`config.mk`:
```
export PLATFORM = sky130hd
export DESIGN_NAME = vga_pattern_ctrl
export DESIGN_NICKNAME = d
export VERILOG_FILES = /design/src/rtl/vga_pattern_ctrl.sv
export SDC_FILE = /design/constraint.sdc
export NUM_CORES = 1
export LEC_CHECK = 0
export BUFFER_PORTS_ARGS = -buffer_cell sky130_fd_sc_hd__buf_2
export CORE_MARGIN = 2
export CORE_UTILIZATION = 54
export CTS_BUF_LIST = sky130_fd_sc_hd__clkbuf_8
export DETAILED_ROUTE_END_ITERATION = 8
export PLACE_DENSITY_LB_ADDON = 0.08
export SLEW_MARGIN = 20
export SYNTH_ARGS = -nofsm -noshare
export SYNTH_HDL_FRONTEND = slang
export SYNTH_SLANG_ARGS = --single-unit
export TNS_END_PERCENT = 5
```
`constraint.sdc`:
```
create_clock -name i_clk -period 2.35 [get_ports i_clk]
set_input_delay 0.235 -clock i_clk [delete_from_list [all_inputs] [get_ports i_clk]]
set_output_delay 0.235 -clock i_clk [all_outputs]
set_load 0.005 [all_outputs]
```
`src/rtl/vga_pattern_ctrl.sv`:
```
// VGA timing generator with four built-in test patterns.
// Every output is registered once from the (h,v) raster position, so all outputs share one cycle of latency.
module vga_pattern_ctrl #(
  parameter int G_H_RES  = 640,
  parameter int G_V_RES  = 480,
  parameter int G_H_FP   = 16,
  parameter int G_H_SYNC = 96,
  parameter int G_H_BP   = 48,
  parameter int G_V_FP   = 10,
  parameter int G_V_SYNC = 2,
  parameter int G_V_BP   = 33,
  parameter int G_H_POL  = 0,
  parameter int G_V_POL  = 0,
  parameter int G_CW     = 4
) (
  input  logic            i_clk,
  input  logic            i_rst,
  input  logic [1:0]      i_mode,
  output logic            o_h_sync,
  output logic            o_v_sync,
  output logic [G_CW-1:0] o_r,
  output logic [G_CW-1:0] o_g,
  output logic [G_CW-1:0] o_b,
  output logic            o_active,
  output logic [11:0]     o_x,
  output logic [11:0]     o_y,
  output logic            o_frame_start,
  output logic [7:0]      o_frame_cnt
);

  localparam int H_TOT = G_H_RES + G_H_FP + G_H_SYNC + G_H_BP;
  localparam int V_TOT = G_V_RES + G_V_FP + G_V_SYNC + G_V_BP;
  localparam int BAR_W = G_H_RES / 8;

  localparam logic [11:0] H_LAST   = 12'(H_TOT - 1);
  localparam logic [11:0] V_LAST   = 12'(V_TOT - 1);
  localparam logic [12:0] H_ACT    = 13'(G_H_RES);
  localparam logic [12:0] V_ACT    = 13'(G_V_RES);
  localparam logic [12:0] H_SS     = 13'(G_H_RES + G_H_FP);
  localparam logic [12:0] H_SE     = 13'(G_H_RES + G_H_FP + G_H_SYNC);
  localparam logic [12:0] V_SS     = 13'(G_V_RES + G_V_FP);
  localparam logic [12:0] V_SE     = 13'(G_V_RES + G_V_FP + G_V_SYNC);
  localparam logic [11:0] BAR_LAST = 12'(BAR_W - 1);
  localparam logic        H_POL    = 1'(G_H_POL);
  localparam logic        V_POL    = 1'(G_V_POL);
  localparam logic [G_CW-1:0] ONES = {G_CW{1'b1}};

  if (H_TOT > 4096 || V_TOT > 4096) begin : g_bad_total
    $error("vga_pattern_ctrl: H_TOT and V_TOT must not exceed 4096");
  end
  if (G_H_RES < 8 || (G_H_RES % 8) != 0) begin : g_bad_hres
    $error("vga_pattern_ctrl: G_H_RES must be a non-zero multiple of 8");
  end
  if (G_CW < 1 || G_CW > 8) begin : g_bad_cw
    $error("vga_pattern_ctrl: G_CW must be in 1..8");
  end

  logic [11:0]     h, v, h_nxt, v_nxt;
  logic [11:0]     bar_px;
  logic [2:0]      bar_idx;
  logic [1:0]      r_mode;
  logic            first_frame;
  logic            h_last, v_last, h_vis, active, hs_on, vs_on, at_origin;
  logic [7:0]      cnt_nxt;
  logic [G_CW-1:0] pix_r, pix_g, pix_b;

  always_comb begin
    h_last    = (h == H_LAST);
    v_last    = (v == V_LAST);
    h_nxt     = h_last ? 12'd0 : h + 12'd1;
    v_nxt     = v;
    if (h_last) v_nxt = v_last ? 12'd0 : v + 12'd1;
    h_vis     = ({1'b0, h} < H_ACT);
    active    = h_vis && ({1'b0, v} < V_ACT);
    hs_on     = ({1'b0, h} >= H_SS) && ({1'b0, h} < H_SE);
    vs_on     = ({1'b0, v} >= V_SS) && ({1'b0, v} < V_SE);
    at_origin = (h == 12'd0) && (v == 12'd0);
    // The first frame after reset keeps count 0; later frames advance on (0,0).
    cnt_nxt   = (at_origin && !first_frame) ? o_frame_cnt + 8'd1 : o_frame_cnt;

    pix_r = '0;
    pix_g = '0;
    pix_b = '0;
    case (r_mode)
      2'd0: begin
        pix_r = {G_CW{~bar_idx[2]}};
        pix_g = {G_CW{~bar_idx[1]}};
        pix_b = {G_CW{~bar_idx[0]}};
      end
      2'd1: begin
        if (h[3] ^ v[3]) begin
          pix_r = ONES;
          pix_g = ONES;
          pix_b = ONES;
        end
      end
      2'd2: begin
        pix_r = h[G_CW+3:4];
        pix_g = h[G_CW+3:4];
        pix_b = h[G_CW+3:4];
      end
      default: begin
        if (h[9:4] == cnt_nxt[5:0]) begin
          pix_r = ONES;
          pix_g = ONES;
          pix_b = ONES;
        end
      end
    endcase
    if (!active) begin
      pix_r = '0;
      pix_g = '0;
      pix_b = '0;
    end
  end

  always_ff @(posedge i_clk or posedge i_rst) begin
    if (i_rst) begin
      h             <= '0;
      v             <= '0;
      bar_px        <= '0;
      bar_idx       <= '0;
      r_mode        <= '0;
      first_frame   <= 1'b1;
      o_h_sync      <= ~H_POL;
      o_v_sync      <= ~V_POL;
      o_r           <= '0;
      o_g           <= '0;
      o_b           <= '0;
      o_active      <= 1'b0;
      o_x           <= '0;
      o_y           <= '0;
      o_frame_start <= 1'b0;
      o_frame_cnt   <= '0;
    end else begin
      h <= h_nxt;
      v <= v_nxt;
      // Bar index tracks h by counting pixels within the bar, avoiding a divider.
      if (h_last) begin
        bar_px  <= '0;
        bar_idx <= '0;
      end else if (h_vis) begin
        if (bar_px == BAR_LAST) begin
          bar_px  <= '0;
          bar_idx <= bar_idx + 3'd1;
        end else begin
          bar_px <= bar_px + 12'd1;
        end
      end
      if (h_last && v_last) r_mode <= i_mode;
      if (at_origin) first_frame <= 1'b0;
      o_h_sync      <= hs_on ? H_POL : ~H_POL;
      o_v_sync      <= vs_on ? V_POL : ~V_POL;
      o_r           <= pix_r;
      o_g           <= pix_g;
      o_b           <= pix_b;
      o_active      <= active;
      o_x           <= h;
      o_y           <= v;
      o_frame_start <= at_origin;
      o_frame_cnt   <= cnt_nxt;
    end
  end

endmodule

```
==> flow_metrics.py <==
metrics = {
    "run_status": {
        "outcome": "finished, final reports clean",
    },
    "die": {
        "total_core_area_um2": 7647,
        "die_area_um2": 8524,
        "fp-row-count": 32,
        "die_width_um": 92.33,
        "initial_core_util_pct": 55.09,
        "fp.dieH_um": 92.33,
        "io_pins": 52,
    },
    "power_and_ir_drop": {
        "cellLeakagePower_nw": 2.427,
        "worst_ir_drop_vdd_v": 0.0003135,
        "pwr_density_cell_nw_per_um2": 548.5,
    },
    "timing": {
        "grt_setup_unrepaired": "true",
        "layout_min_cycle_time_ns": 2.349,
        "worst_slew_margin_rel_pct": 58.32,
        "finalCritPeriodShare_pct": 99.94,
        "max_freq_mhz": 425.8,
        "setup_violations": 0,
        "worst_hold_slack_ns": 0.1139,
        "finalMaxSlewViolations": 0,
        "finalHoldViolations": 0,
        "setup_ws_ns": 0.001411,
        "fin_setup_tns_ns": 0,
        "clock-skew-final_ns": 0.005895,
        "worst_slew_pin_slew_ns": 0.6194,
    },
    "critical_path": {
        "crit_arrival_ns": 2.60,
        "worstSetupStartpointType": "flip-flop",
        "timing.critical_path.slowest_stage_cell": "sky130_fd_sc_hd__or4_4",
        "rr_startpoint": "h[10]$_DFF_PP0_",
        "criticalPathCategory": "flip-flop to flip-flop",
        "rrSetupSlack_ns": 0.001,
        "timing.critical_path.fanout_max": 10,
        "crit_path_max_incr_delay_ns": 0.55,
        "timing.rr.end": "o_b[3]$_DFF_PP0_",
        "crit_path_frequent_cell": "sky130_fd_sc_hd__or4_4",
        "worst-path-buf-inv": 1,
        "critPathRequiredTime_ns": 2.60,
        "timing.critical_path.cells": "or4_4 -> or4_4 -> nor3_4 -> xnor2_2 -> a21o_1 -> buf_12 -> o21ai_2",
        "worst-r2r-cell-count": 7,
        "critical_path.top_delay_family": "simple AND/OR/NAND/NOR gates",
        "worst_setup_path_end_kind": "flip-flop",
    },
    "grt": {
        "track_usage_pct": 23.00,
        "grt_max_degree": 42,
        "grt-ovfl-total": 0,
        "antenna_found_initial": 0,
        "grt_pass1_vias": 3076,
        "global_route_wire_length_before_repair_um": 15240,
    },
    "placement": {
        "place_worst_setup_slack_ns": -0.002340,
        "gpl.final_weighted_congestion": 0.8731,
        "place_hpwl_um": 6544,
        "place.port_buffers": 51,
    },
    "synth": {
        "number_of_enable_type_register_cells_in_the_synthesized_netlist": 0,
        "mappedNetlistArea_um2": 4213,
        "postSynthRegisterBits": 90,
        "synth_warnings": 0,
        "syn_area_per_cell_um2": 10.51,
        "synth-seq-area-share_pct": 53.55,
        "mappedNetlistNets": 412,
        "postSynth.topFlopCell": "sky130_fd_sc_hd__dfrtp_1",
        "fraction_of_synthesis_flops_using_an_asynchronous_set_or_reset_pin_pct": 100.0,
        "syn_inst": 401,
        "synth_cell_types": 51,
    },
    "worst_hold_path": {
        "whs_path_depth": 2,
        "min_from": "i_mode[1]",
        "timing.hold.worst.class": "primary input to flip-flop",
        "min_delay_worst_endpoint": "r_mode[1]$_DFFE_PP0P_",
    },
    "job": {
        "max_cap_violations": 0,
    },
    "routing": {
        "drt_drc_violations_left": 0,
        "vias_per_cell": 5.525,
        "route.detailed.wl_per_inst_um": 15.11,
        "drt-pass1-iter-count": 4,
        "drt.antenna.violating_nets": 0,
        "initialDrtViolationCount": 167,
        "routed_wl_um": 8945,
        "detailroute.via_count": 3271,
    },
    "clock_network": {
        "cts_buffers": 9,
        "clk_pin_slew_worst_paths_ns": 0.09,
        "cts_root_buffer": "sky130_fd_sc_hd__clkbuf_8",
        "cts.path.max_buffers": 2,
        "clock-sinks": 90,
        "cts_htree_levels": 3,
        "post_cts_setup_buffers": 0,
        "clock_tree_from_tritoncts": "built",
        "clkLatencyLatePin_ns": 0.35,
    },
    "finish": {
        "syn2layout_area_growth_pct": 20.34,
        "final_layout_size_suffix_gt1_share_pct": 28.98,
        "fillCellCount": 608,
        "final_net_count": 496,
        "number_of_antenna_cells_inserted": 0,
    },
}
-- synthesized netlist by cell type (2+ instances only) --
| library cell | count | area share, % |
|---|---|---|
| sky130_fd_sc_hd__nor4b_1 | 3 | 0.62 |
| sky130_fd_sc_hd__nor4_1 | 9 | 1.3 |
| sky130_fd_sc_hd__mux2_2 | 3 | 0.80 |
| sky130_fd_sc_hd__or4bb_1 | 2 | 0.53 |
| sky130_fd_sc_hd__xor2_1 | 10 | 2.1 |
| sky130_fd_sc_hd__and2_1 | 3 | 0.45 |
| sky130_fd_sc_hd__xnor2_1 | 20 | 4.2 |
| sky130_fd_sc_hd__nand4_1 | 19 | 2.8 |
| sky130_fd_sc_hd__nor2_1 | 30 | 2.7 |
| sky130_fd_sc_hd__nor3_1 | 5 | 0.59 |
| sky130_fd_sc_hd__a21oi_1 | 14 | 1.7 |
| sky130_fd_sc_hd__o21ai_0 | 33 | 3.9 |
| sky130_fd_sc_hd__clkbuf_1 | 13 | 1.2 |
| sky130_fd_sc_hd__o31a_1 | 2 | 0.42 |
| sky130_fd_sc_hd__nor2b_1 | 4 | 0.59 |
| sky130_fd_sc_hd__nor3b_1 | 2 | 0.36 |
| sky130_fd_sc_hd__or3_1 | 6 | 0.89 |
| sky130_fd_sc_hd__buf_6 | 3 | 0.80 |
| sky130_fd_sc_hd__or4_4 | 2 | 0.53 |
| sky130_fd_sc_hd__nand3b_1 | 4 | 0.71 |
| sky130_fd_sc_hd__ha_1 | 7 | 2.1 |
| sky130_fd_sc_hd__nand3_1 | 15 | 1.8 |
| sky130_fd_sc_hd__dfrtp_1 | 87 | 52 |
| sky130_fd_sc_hd__dfstp_2 | 3 | 1.9 |
| sky130_fd_sc_hd__or2_2 | 3 | 0.45 |
| sky130_fd_sc_hd__and3_1 | 6 | 0.89 |
| sky130_fd_sc_hd__inv_1 | 11 | 0.98 |
| sky130_fd_sc_hd__mux2i_1 | 3 | 0.71 |
| sky130_fd_sc_hd__buf_2 | 2 | 0.24 |
| sky130_fd_sc_hd__a31oi_1 | 5 | 0.74 |
| sky130_fd_sc_hd__nand2_1 | 32 | 2.9 |
| sky130_fd_sc_hd__nand2b_1 | 2 | 0.30 |
| sky130_fd_sc_hd__o21ai_2 | 10 | 2.1 |
| sky130_fd_sc_hd__or3b_2 | 2 | 0.42 |
| sky130_fd_sc_hd__and4_1 | 10 | 2.1 |
-- per-stage QoR --
step | utilization, % | instances | instance area (um^2) | power [W]
floorplan | - | 401 | 4217 | 0.001664
global placement | 62.99 | 575 | 4817 | 0.001703
detailed placement | 62.99 | 575 | 4817 | 0.001705
CTS | 66.02 | 592 | 5049 | 0.002808
global route | 66.30 | 592 | 5070 | 0.002895
finish | 66.30 | 592 | 5070 | 0.002781
-- where the power goes --
group	internal [W]	switching, W	leakage [nW]
logic	0.0000360	0.0000646	1.16
clock network	0.000556	0.000552	0.106
registers	0.00157	0.00000680	1.17
-- state kept, by name, indices dropped and copies added (netlist names) --
register and flops:
r_mode 2, o_active 1, o_b 4, o_y 12
o_v_sync 1, first_frame 1, o_g 4, bar_px 12
v 12, o_frame_start 1, h 12, o_frame_cnt 8
bar_idx 3, o_r 4, o_x 12, o_h_sync 1
-- how the worst max path moves through the flow --
stage	to	slack [ns]	cells after the start	start
3_5_place_dp	o_b[1]$_DFF_PP0_	-0.002	7	h[10]$_DFF_PP0_
4_1_cts	o_b[1]$_DFF_PP0_	-0.007	7	h[10]$_DFF_PP0_
6_report	o_b[3]$_DFF_PP0_	0.001	7	h[10]$_DFF_PP0_
2_1_floorplan	o_g[3]$_DFF_PP0_	-0.09	8	h[5]$_DFF_PP0_
5_1_grt	o_b[3]$_DFF_PP0_	-0.20	7	h[9]$_DFF_PP0_
3_3_place_gp	o_r[2]$_DFF_PP0_	0.05	7	h[10]$_DFF_PP0_
-- area by class of cell --
class	count	area, um^2	share of cell area [%]
clock buffers	11	151.4	2.986
inverters	11	45.04	0.8885
flip-flops and latches	90	2256	44.50
repair buffers	94	605.6	11.94
well taps	102	127.6	2.517
multi-input cells	279	1824	35.98
clock inverters	5	60.06	1.185
-- routing by layer --
layer / wire, um / track usage, %
met5: 0 / 0
met4: 168 / 9.826
met3: 379 / 4.068
met2: 4089 / 33.21
met1: 4307 / 34.28
-- repair_timing --
item                                   4_1_cts  5_1_grt
resized for setup                            2        3
endpoints found under the hold margin       24        0
hold buffers                                 1        0
setup endpoints to repair                   10       13
pin swaps                                    1        4
-- logic make-up (layout without fill, tap and decap cells) --
group	after synthesis	after routing	synth area share [%]
adder cells (fa/ha/maj)	7	7	2.079
multiplexers	6	6	1.515
buffers and inverters	32	121	3.891
XOR/XNOR	30	30	6.237
flip-flops	90	90	53.55
AND/OR/NAND/NOR	165	165	22.57
AO/OA/AOI/OAI	71	71	10.16
-- layout by cell type (no fill, tap or decap), drive strengths merged, types with 2 or more instances in the layout --
cell type | synthesis | routed
nand3b | 4 | 4
nand4 | 19 | 19
mux2i | 3 | 3
o31a | 2 | 2
and4 | 10 | 10
a31oi | 5 | 5
clkbuf | 14 | 11
xor2 | 10 | 10
mux2 | 3 | 3
buf | 6 | 93
nand2b | 2 | 2
nand3 | 15 | 15
inv | 11 | 12
and3 | 6 | 6
nor3b | 2 | 2
nor2 | 30 | 30
a21oi | 14 | 14
nand2 | 32 | 32
or3 | 7 | 7
or4bb | 2 | 2
or3b | 2 | 2
or4 | 2 | 2
clkinvlp | 0 | 2
nor3 | 6 | 6
xnor2 | 20 | 20
nor4 | 10 | 10
or2 | 3 | 3
nor4b | 3 | 3
ha | 7 | 7
o21ai | 43 | 43
dfrtp | 87 | 87
and2 | 3 | 3
nor2b | 4 | 4
dfstp | 3 | 3
(Power assumes the default switching activity.)
